## src/rtl/instruction_fetch.sv

```systemverilog
// instruction_fetch: single-stage fetch with stall/redirect handling and a sticky fault on illegal addresses.
module instruction_fetch #(
    parameter logic [31:0] RESET_PC    = 32'h0000_1000,
    parameter logic [19:0] IMEM_REGION = 20'd1
) (
    input  logic        clk,
    input  logic        rst_n,
    output logic [31:0] imem_address,
    input  logic [31:0] imem_data_in,
    input  logic        stall,
    input  logic        redirect_valid,
    input  logic [31:0] redirect_pc,
    output logic        if_valid,
    output logic [31:0] if_instr,
    output logic [31:0] if_pc,
    output logic        fault,
    output logic [31:0] fault_pc,
    output logic [31:0] fetch_count
);
    typedef enum logic [1:0] {BOOT, RUN, FAULT} state_t;
    state_t state, state_next;
    logic [31:0] fetch_pc, req_pc, issue_pc;
    logic req_valid, legal, advance;
    always_comb begin
        issue_pc   = state == BOOT  ? fetch_pc :
                     state == FAULT ? req_pc :
                     redirect_valid ? redirect_pc :
                     stall          ? req_pc : fetch_pc;
        legal      = issue_pc[31:12] == IMEM_REGION && issue_pc[1:0] == 2'b00;
        // A held (stalled) address was already checked when first issued
        advance    = state == BOOT || (state == RUN && (redirect_valid || !stall));
        state_next = state == BOOT ? RUN :
                     (state == RUN && advance && !legal) ? FAULT : state;
    end
    assign imem_address = issue_pc;
    assign if_instr     = imem_data_in;
    assign if_pc        = req_pc;
    assign if_valid     = req_valid && state == RUN && !redirect_valid;
    always_ff @(posedge clk) begin
        if (!rst_n) begin
            state       <= BOOT;
            fetch_pc    <= RESET_PC;
            req_pc      <= RESET_PC;
            req_valid   <= 1'b0;
            fault       <= 1'b0;
            fault_pc    <= '0;
            fetch_count <= '0;
        end else begin
            state <= state_next;
            if (advance) begin
                if (state == RUN && !legal) begin
                    fault     <= 1'b1;
                    fault_pc  <= issue_pc;
                    req_valid <= 1'b0;
                end else begin
                    req_pc    <= issue_pc;
                    req_valid <= 1'b1;
                    fetch_pc  <= issue_pc + 32'd4;
                end
            end
            if (if_valid && !stall)
                fetch_count <= fetch_count + 32'd1;
        end
    end
endmodule
```

## config.mk

```make
export PLATFORM = sky130hd
export DESIGN_NAME = instruction_fetch
export DESIGN_NICKNAME = d
export VERILOG_FILES = /design/src/rtl/instruction_fetch.sv
export SDC_FILE = /design/constraint.sdc
export NUM_CORES = 1
export LEC_CHECK = 0
export CAP_MARGIN = 20
export CORE_MARGIN = 2
export CORE_UTILIZATION = 47
export DETAILED_ROUTE_END_ITERATION = 10
export PLACE_DENSITY_LB_ADDON = 0.15
export SETUP_SLACK_MARGIN = 0.15
export SLEW_MARGIN = 20
export SYNTH_ARGS = -nofsm -noshare
export SYNTH_HDL_FRONTEND = slang
export SYNTH_SLANG_ARGS = --single-unit
```

## constraint.sdc

```tcl
create_clock -name clk -period 4.2 [get_ports clk]
set_clock_uncertainty 0.15 [all_clocks]
set_input_delay 0.63 -clock clk [delete_from_list [all_inputs] [get_ports clk]]
set_output_delay 0.63 -clock clk [all_outputs]
set_load 0.02 [all_outputs]
```

# Word level (Yosys, flattened, before mapping)
# Cells that the tools add are included.
[op_classes] n_addsub=2 mux=7 n_bitwise=2 n_reduce_logical=19 eq_ne=3
[op_table] cell="$mux 32" count=4
[op_table] cell="$add 32x1->32 const B" count=1
[op_table] cell="$add 32x3->32 const B" count=1
[op_table] cell="$eq 20x1->1 const B" count=1
[op_table] cell="$logic_and 1x1->1" count=8
[op_table] cell="$logic_not 2->1" count=2
[op_table] cell="$reduce_and 2->1" count=2
[op_table] cell="$logic_not 1->1" count=3
[op_table] cell="$mux 1" count=3
[op_table] cell="$eq 2x1->1 const B" count=1
[op_table] cell="$eq 2x2->1 const B" count=1
[op_table] cell="$logic_or 1x1->1" count=2
[op_table] cell="$not 1->1" count=2
[op_table] cell="$reduce_bool 2->1" count=1
[op_table] cell="$reduce_or 2->1" count=1
[word_totals] in_bits=68 wordCells=41 output_inout_bits=162 register_bits=132

# Depth between registers and ports, before layout
[logic_depth] word_depth=10 ltp_mapped=13 depth_no_buf=10

# Worst setup path after synthesis
# OpenSTA, ideal clock, no wires.
[synth_path] path_kind="in2reg" startpoint="input redirect_valid" endpoint="register fetch_pc[30]" cell_stages=11 path_buffers=1 arrival_ns=3.314 path_slack_ns=0.648 setup_ns=0.088 required_time_ns=3.962 cell_sequence="buf_4 -> inv_1 -> o21ai_0 -> o22ai_1 -> ha_1 -> o2111ai_1 -> nor4_2 -> nand3_1 -> nor3_1 -> a211oi_1 -> nor4_2"
[synth_via] elab_cells_between_ends=14 cone_classes="add/sub: 1; eq/ne: 1; mux: 3; bitwise: 1; reduce/logical: 8"
[synth_lines] item="start, declared" line="11" text="input logic redirect_valid,"
[synth_lines] item="$mux 32" line="27" text="redirect_valid ? redirect_pc :"
[synth_lines] item="$mux 32" line="26" text="state == FAULT ? req_pc :"
[synth_lines] item="$mux 32" line="25" text="issue_pc = state == BOOT ? fetch_pc :"
[synth_lines] item="net imem_address[3]" line="8" text="output logic [31:0] imem_address,"
[synth_lines] item="$add 32x3->32" line="58" text="fetch_pc <= issue_pc + 32'd4;"
[synth_lines] item="end signal, assigned" line="58"
[synth_lines] item="end, declared" line="22" text="logic [31:0] fetch_pc, req_pc, issue_pc;"
# The timed path passes the listed nets, and every way through them passes these cells.
# A chain may end at the register's enable or synchronous reset.

# Worst setup path after layout
[layout_path] startpoint="input stall" endpoint="output imem_address[16]"
[layout_via] elab_chain_cells=4
[layout_rtl] item="start, declared" line="10" text="input logic stall,"
[layout_rtl] item="$mux 32" line="28" text="stall ? req_pc : fetch_pc;"
[layout_rtl] item="$mux 32" line="27"
[layout_rtl] item="$mux 32" line="26"
[layout_rtl] item="$mux 32" line="25"
[layout_rtl] item="end, declared" line="8"
# No other way between the ends.

==> flow_metrics.tcl <==
set metrics [dict create \
    gp_congestion 0.919 \
    syn-mean-instance-area_um2 7.95 \
    syn_nets 977 \
    synth_edf_count 0 \
    arrival_ns 3.13 \
    setup_violations 0 \
    cts_buffer_depth 2 \
    seqCellArea_um2 2600 \
    htreeDepth 4 \
    fillCellCount 1297 \
    cellPowerDensity_nw_per_um2 480 \
    end_kind "output pin" \
    grt_overflow_total 0 \
    clkTransAtPathRegs_ns 0.06 \
    synth_top_cell_area_share_pct 36.1 \
    synth_area_leaders "dfxtp_1 36%, a21oi_1 5.5%, nor2_1 4.8%" \
    dp.final_hpwl_um 16200 \
    postCtsHoldBufs 0 \
    fp.dieW_um 128 \
    area_delta_synth_final_pct 31.2 \
    numClockSinks 130 \
    num_antenna_cells 0 \
    hold_viol 0 \
    finalWorstSetupSlack_ns 0.292 \
    port_buffers 165 \
    layout_min_cycle_time_ns 3.91 \
    ys_ff_latch 130 \
    period_share_pct 93.0 \
    cts_tree "done" \
    fp.coreArea_um2 15100 \
    min_to "fetch_pc[3]" \
    mostFrequentLayoutCell "clkdlybuf4s50_1" \
    ant_nets 0 \
    drive_gt1_share_pct 10.2 \
    nets 1102 \
    cpMaxStageDelayCell "clkdlybuf4s50_1" \
    synth_area_leader_cell "dfxtp_1" \
    grt_pass1_wl_um 35500 \
    vdd.ir_drop.worst_mv 0.334 \
    wl_um 23000 \
    max_stage_delay_ns 0.75 \
    met2_usage_pct 44.2 \
    status "finished, final reports clean" \
    netlist_area_um2 7210 \
    io_pins 230 \
    die_h_um 128 \
    rrSetupSlack_ns 0.70 \
    dp.cells 1201 \
    worstHoldPathCells 2 \
    worst-path-buf-inv 2 \
    met1_usage_pct 36.9 \
    worstSkewPairLatency_ns 0.42 \
    final_cells 1233 \
    dp_slack_ns 0.214 \
    use_met3_pct 6.59 \
    crit_family "buffers and inverters" \
    final_cell_mix "164 x clkdlybuf4s50_1, 129 x dfxtp_1, 92 x nor2_1" \
    critPathRequiredTime_ns 3.42 \
    rows 45 \
    p_leak_uw 0.00344 \
    r2r_end "if_pc[22]" \
    cts_buffers 17 \
    reg2reg_depth 9 \
    yosysSeqAreaShare_pct 36.1 \
    slew_violations 0 \
    max_cap_viol_count 0 \
    fp.dieArea_um2 16400 \
    drtIter0Drc 646 \
    min_path_type "reg -> reg" \
    hold_start "fetch_pc[3]" \
    slew_headroom_pct 42.9 \
    dr.pass1.iters 5 \
    cts_root_buffer "clkbuf_16" \
    synth_async_sr_flop_share_pct 0 \
    ys_warn_count 0 \
    grt_pass1_vias 6535 \
    via_count 7201 \
    max_slew.worst_pin.slew_ns 0.856 \
    grt_max_degree 60 \
    start_util_pct 47.8 \
    worstSetupPathType "in -> out" \
    multiInputGateArea_um2 3950 \
    vias_per_cell 5.84 \
    cpMostUsedCell "clkdlybuf4s50_1" \
    timing.fmax_mhz 256 \
    synthDistinctLibCells 68 \
    cts-resized-gates 0 \
    top_usage_layer "met2" \
    route.detailed.wl_per_inst_um 18.7 \
    worstPathMaxFanout 9 \
    synth_flop_cell "dfxtp_1" \
    rsz0062_at_grt "false" \
    antenna_found_initial 0 \
    rr_startpoint "state[1]" \
    hold_ws_ns 0.320 \
    fin_tns_setup_ns 0 \
    critPathLaunchType "input pin" \
    gr-usage-all-layers_pct 27.9 \
    drc_errors 0 \
    synthCells 907 \
    path_cells "clkdlybuf4s50_1 -> nand2b_1 -> o22ai_1 -> a221oi_2 -> clkdlybuf4s50_1" \
    postCtsSetupRepairBufs 0 \
]
[metal layers]
metal	vias to the layer above	share of wire [%]
met5	-	0
met1	3368	43
met4	0	2.9
met3	52	7.7
met2	344	46
li1	3437	-
[synthesized netlist by cell type (7+ instances only)]
cell and instances:
dfxtp_1 130, nor2_1 92, nand2_1 80, a21oi_1 79
o21ai_0 51, buf_4 45, nor3_1 45, nand3_1 44
clkbuf_1 31, xnor2_1 30, xor2_1 21, inv_1 20
buf_2 19, a211oi_1 18, nor2b_1 14, nor3b_1 13
and3_1 12, nand4_1 11, o211ai_1 11, and2_1 10
nand3b_1 9, o22ai_1 9, a21o_1 8, and4_1 8
a31oi_1 7, mux2i_1 7, nor4_1 7
[stage by stage]
step                area (um2)  utilization (%)  power, uW
floorplan                 7210                -       2440
global placement          8870             58.8       3030
detailed placement        8870             58.8       3040
CTS                       9460             62.7       4550
global route              9460             62.7       4730
finish                    9460             62.7       4540
[flip-flops by register name, indices dropped and copies added, names as in the netlist]
register / flops
fault_pc: 32
state: 2
fetch_count: 32
fetch_pc: 32
fault: 1
if_pc: 30
req_valid: 1
[worst min-delay path: cells and delay by family (launching register included)]
kind	cells	cell delay, ns
and+or+nand+nor	1	0.05
DFF	1	0.31
AOI/OAI and AO/OA	1	0.05
[worst max-delay path by stage]
stage | from | end | cells after the start
2_1_floorplan | redirect_valid | fetch_pc[30] | 11
3_3_place_gp | stall | if_pc[24] | 12
3_5_place_dp | stall | fetch_pc[22] | 11
4_1_cts | stall | imem_address[16] | 5
5_1_grt | stall | imem_address[16] | 5
6_report | stall | imem_address[16] | 5
[cell families after synthesis]
logic type	Yosys count	synth area share, %
AND/OR/NAND/NOR	370	26.4
AO/OA/AOI/OAI	221	20.2
flip-flops	130	36.1
buffers and inverters	124	9.54
XOR/XNOR	51	6.19
multiplexers	9	1.28
adder cells (fa/ha/maj)	2	0.347
[power by group]
part           total (uW)  internal (uW)  switching, uW
clock                1500            919            582
sequential           1490           1370            126
combinational        1550            646            900
total                4540           2930           1610
[area by class of cell]
type / instances / area share (%)
clock buffers: 20 / 4.93
clock inverters: 12 / 1.38
inverters: 22 / 0.886
multi-input cells: 653 / 41.7
flip-flops and latches: 130 / 27.5
well taps: 188 / 2.49
repair buffers: 208 / 21.1
Power figures use the tool's default switching activity.
==> RTL edit 1: new RTL, config.mk and constraints unchanged <==
Encoding of `state_t`: now one-hot (3 bits for 3 states).
--- a/src/rtl/instruction_fetch.sv
+++ b/src/rtl/instruction_fetch.sv
@@ -17,7 +17,7 @@
     output logic [31:0] fault_pc,
     output logic [31:0] fetch_count
 );
-    typedef enum logic [1:0] {BOOT, RUN, FAULT} state_t;
+    typedef enum logic [2:0] {BOOT = 3'b001, RUN = 3'b010, FAULT = 3'b100} state_t;
     state_t state, state_next;
     logic [31:0] fetch_pc, req_pc, issue_pc;
     logic req_valid, legal, advance;
Formal check against the unedited RTL: no difference found for any inputs over 4 cycles, from zero or initial values and one cycle with rst_n low; so few cycles prove little.
==> RTL edit 1 against the original RTL <==
Synthesized area decreased by 1.1%; design area increased by 2.9%; sequential cell count increased by 1; cell count decreased by 5.5%; worst setup slack got worse by 160 ps; non-clock buffer count increased by 24; wire length decreased by 9.0%; via count decreased by 10%; total power increased by 6.0%; critical path type unchanged.
==> RTL edit 1: results (changes against the original RTL) <==
Synthesis
  • Dominant cells by area after synthesis: dfxtp_1 37%, mux2i_1 9.8%, nor2b_1 4.6%
  • Synth Net Count: 865 (-11%)
  • Yosys Warn Count: 0 (unchanged)
  • Synth cell types: 65 (-4.4%)
  • Post-synth top cells: 131 x dfxtp_1, 70 x mux2i_1, 53 x nor2b_1
  • Fraction of registers with async set/reset: 0% (unchanged)
  • Sequential share of the synthesized area: 36.8% (+0.69 points)
  • Ys flop type: dfxtp_1

Global routing
  • GR Util met1: 32.0% (-4.8 points)
  • Vias in the first global route: 6379 (-2.4%)
  • First-pass GRT wire length: 32.9 mm (-7.4%)
  • GRT Total Usage: 25.5% (-2.4 points)
  • M2 GR Usage: 42.4% (-1.8 points)
  • Largest net degree at the start of global routing: 132 (+120%)
  • Met3 GRT Util: 5.95% (-0.65 points)
  • Antenna violations before repair: 0 (unchanged)

Finish
  • Nets@finish: 1034 (-6.2%)
  • Share of cells above drive strength 1: 12.7% (+2.5 points)
  • Filler instances: 1223 (-5.7%)

CTS
  • Reg clk slew, reported paths: 60 ps (about the same)

Worst hold path
  • Hold Crit Start: fault$_SDFFE_PN0P_
  • Hold depth: 1 (-1)
  • Hold path endpoint: fault$_SDFFE_PN0P_

Place
  • Routability Congestion: 0.852 (-7.2%)
  • Placed Area: 0.00908 mm^2 (+2.5%)
  • DP HPWL: 14.8 mm (-8.7%)

Setup path
  • Crit path launch: redirect_valid
  • Slowest cell on crit path: clkdlybuf4s50_1
  • Crit-path max FO: 7 (-2)
  • R2R setup slack: 480 ps (-220 ps)
  • Max incr delay on CP: 610 ps (-140 ps)
  • Worst reg-to-reg path cell count: 12 (+3)
  • R2r endpoint: fetch_pc[3]$_SDFFE_PN0P_
  • FF-to-FF Start: state[1]$_SDFFE_PN0P_
  • Worst Path Arrival: 3290 ps (+160 ps)

Detailed routing
  • Via Count: 6474 (-10%)
  • Wirelength per Cell: 18.0 um (-3.7%)
  • DRT iter0 DRCs: 404 (-37%)

Timing
  • Slew HR: 45.1% (+2.2 points)

Power
  • Pleak: 3.77 nW (+9.8%)
  • Peak supply drop: 317 uV (-5.0%)

Run status
  • Status: complete, no violations
==> RTL edit 1: what timing repair did <==
| action | 4_1_cts | 5_1_grt |
|---|---|---|
| gates resized for setup | 1 | 2 |
| setup endpoints to repair | 3 | 9 |
| buffers inserted | 0 | 0 |
==> RTL edit 1: metrics by stage <==
step / util, % / setup slack (ps) / TNS (ps) / hold WS [ps] / std cells
6_report: 64.8 / 133 / 0 / 313 / 1165
3_5_place_dp: 60.4 / -135 / -3580 / 305 / 1133
4_1_cts: 64.7 / 153 / 0 / 317 / 1165
2_1_floorplan: - / 700 / 0 / 314 / 795
3_3_place_gp: 60.4 / -112 / -2610 / 301 / 1133
5_1_grt: 64.8 / 94.8 / 0 / 350 / 1165
==> RTL edit 1: how the worst max path moves through the flow <==
stage | end | slack [ps]
2_1_floorplan | fetch_pc[30]$_SDFFE_PN0P_ | 700
6_report | imem_address[27] | 130
3_5_place_dp | fetch_pc[3]$_SDFFE_PN0P_ | -140
4_1_cts | imem_address[27] | 150
5_1_grt | imem_address[26] | 90
3_3_place_gp | if_pc[7]$_SDFFE_PN0P_ | -110
==> RTL edit 1: logic make-up after synthesis <==
family | count (synthesis) | share of synthesized area [%]
flip-flops | 131 | 36.8
adder cells (fa/ha/maj) | 2 | 0.351
XOR/XNOR | 42 | 5.42
buffers and inverters | 108 | 8.72
AO/OA/AOI/OAI | 161 | 17.5
multiplexers | 70 | 9.82
AND/OR/NAND/NOR | 281 | 21.5
==> RTL edit 1: final cells by class <==
type                    instances  area [um^2]  share of cell area [%]
inverters                      26         97.6                    1.00
multi-input cells             556         3920                    40.2
well taps                     188          235                    2.42
flip-flops and latches        131         2620                    26.9
clock buffers                  24          482                    4.95
clock inverters                 8          149                    1.53
repair buffers                232         2230                    22.9
==> RTL edit 1: per-layer routing <==
metal	up-vias	wire (um)
met2	234	10000
met1	3086	9300
met3	35	1150
met5	-	0
met4	0	484
li1	3119	-
==> RTL edit 1: where the power goes <==
group          switching (W)  internal [W]  total [W]
Clock               0.000541       0.00104    0.00158
Sequential          0.000121       0.00138    0.00150
Combinational       0.000922      0.000810    0.00173
Total                0.00158       0.00323    0.00481
==> RTL edit 2: new RTL, same flow settings <==
Made on the original files. `RESET_PC`: 32'h0000_1000 -> 32'h00000800.
--- a/src/rtl/instruction_fetch.sv
+++ b/src/rtl/instruction_fetch.sv
@@ -1,6 +1,6 @@
 // instruction_fetch: single-stage fetch with stall/redirect handling and a sticky fault on illegal addresses.
 module instruction_fetch #(
-    parameter logic [31:0] RESET_PC    = 32'h0000_1000,
+    parameter logic [31:0] RESET_PC    = 32'h00000800,
     parameter logic [19:0] IMEM_REGION = 20'd1
 ) (
     input  logic        clk,
Behaviour: not the same (a bounded check fails within 4 cycles, from zero or initial values and one cycle with rst_n low).
==> RTL edit 2 against the original RTL <==
Worst setup slack gained 30 ps; wire length shrank 9.0%; sequential cell count unchanged; die area is 4.9% lower; synthesized area fell by 5.1%; worst hold slack worse by 11 ps; design area is 1.1% lower; total power fell by 3.0%; utilization up 2.4 points.
==> RTL edit 2: results (changes against the original RTL) <==
Place
  • Routability Congestion: 0.928 (+0.99%)
  • Placed Area: 0.00877 mm^2 (-1.1%)
  • DP HPWL: 15.2 mm (-6.1%)
  • Worst slack, placed: -38.6 ps (-253 ps)

Timing
  • Min Tclk post-route: 3880 ps (-29.6 ps)
  • Hold WS: 308 ps (-11.4 ps)

Global routing
  • GR Util met1: 34.4% (-2.5 points)
  • Met3 GRT Util: 6.96% (+0.36 points)
  • GRT Total Usage: 26.8% (-1.1 points)
  • Vias in the first global route: 6335 (-3.1%)

Synthesis
  • Post-synth top cells: 130 x dfxtp_1, 123 x nor2_1, 81 x nand2_1
  • Synth cell types: 60 (-12%)
  • Sequential share of the synthesized area: 38.0% (+1.9 points)
  • Synth Net Count: 925 (-5.3%)
  • Post-Syn Instances: 855 (-5.7%)

Detailed routing
  • DRT iter0 DRCs: 534 (-17%)
  • Met3 wire len: 1.47 mm (-17%)
  • Met2 routed WL: 9.77 mm (-8.4%)

Setup path
  • Worst Path Arrival: 3100 ps (-30 ps)
  • FF-to-FF Start: state[0]$_SDFFE_PN0P_
  • Crit-path max FO: 7 (-2)
  • R2r endpoint: fetch_pc[11]$_SDFFE_PN1P_

Power
  • Pleak: 3.51 nW (+2.2%)
  • Peak supply drop: 291 uV (-13%)

Finish
  • Share of cells above drive strength 1: 10.8% (+0.60 points)

Run status
  • Status: complete, no violations
==> RTL edit 2: power by group <==
group          internal, W  switching, W
logic             0.000647      0.000794
clock network     0.000909      0.000565
registers          0.00136      0.000126
total              0.00292       0.00148
==> RTL edit 2: how the worst min path moves through the flow <==
stage / startpoint / endpoint / cells after the start
3_5_place_dp: fetch_pc[8]$_SDFFE_PN0P_ / fetch_pc[8]$_SDFFE_PN0P_ / 2
6_report: fetch_pc[8]$_SDFFE_PN0P_ / fetch_pc[8]$_SDFFE_PN0P_ / 2
4_1_cts: fetch_pc[8]$_SDFFE_PN0P_ / fetch_pc[8]$_SDFFE_PN0P_ / 2
2_1_floorplan: fetch_pc[12]$_SDFFE_PN0P_ / fetch_pc[12]$_SDFFE_PN0P_ / 2
3_3_place_gp: fetch_pc[8]$_SDFFE_PN0P_ / fetch_pc[8]$_SDFFE_PN0P_ / 2
5_1_grt: fetch_pc[12]$_SDFFE_PN0P_ / fetch_pc[12]$_SDFFE_PN0P_ / 2
==> RTL edit 2: kinds of logic (layout without fill, tap and decap cells) <==
family                   Yosys count  after routing  synth area share (%)
flip-flops                       130            130                  38.0
XOR/XNOR                          51             51                  6.52
adder cells (fa/ha/maj)            2              2                 0.365
AND/OR/NAND/NOR                  339            339                  23.9
buffers and inverters            117            286                  8.71
AO/OA/AOI/OAI                    188            188                  18.4
multiplexers                      28             28                  4.09
==> RTL edit 2: final cells by class <==
type                       count  area [um^2]
tap                          184          230
clock buffer                  21          460
fill                        1279         5010
clock inverter                11          129
multi-input combinational    608         3660
timing repair buffer         230         2190
inverter                      24         91.3
sequential                   130         2600
==> RTL edit 2: worst max-delay path, stage by stage <==
cell and delay [ps]:
clkdlybuf4s50_1 640, nor2_1 110, a21o_1 270, buf_4 200
a21oi_1 470, inv_1 190, clkdlybuf4s50_1 590
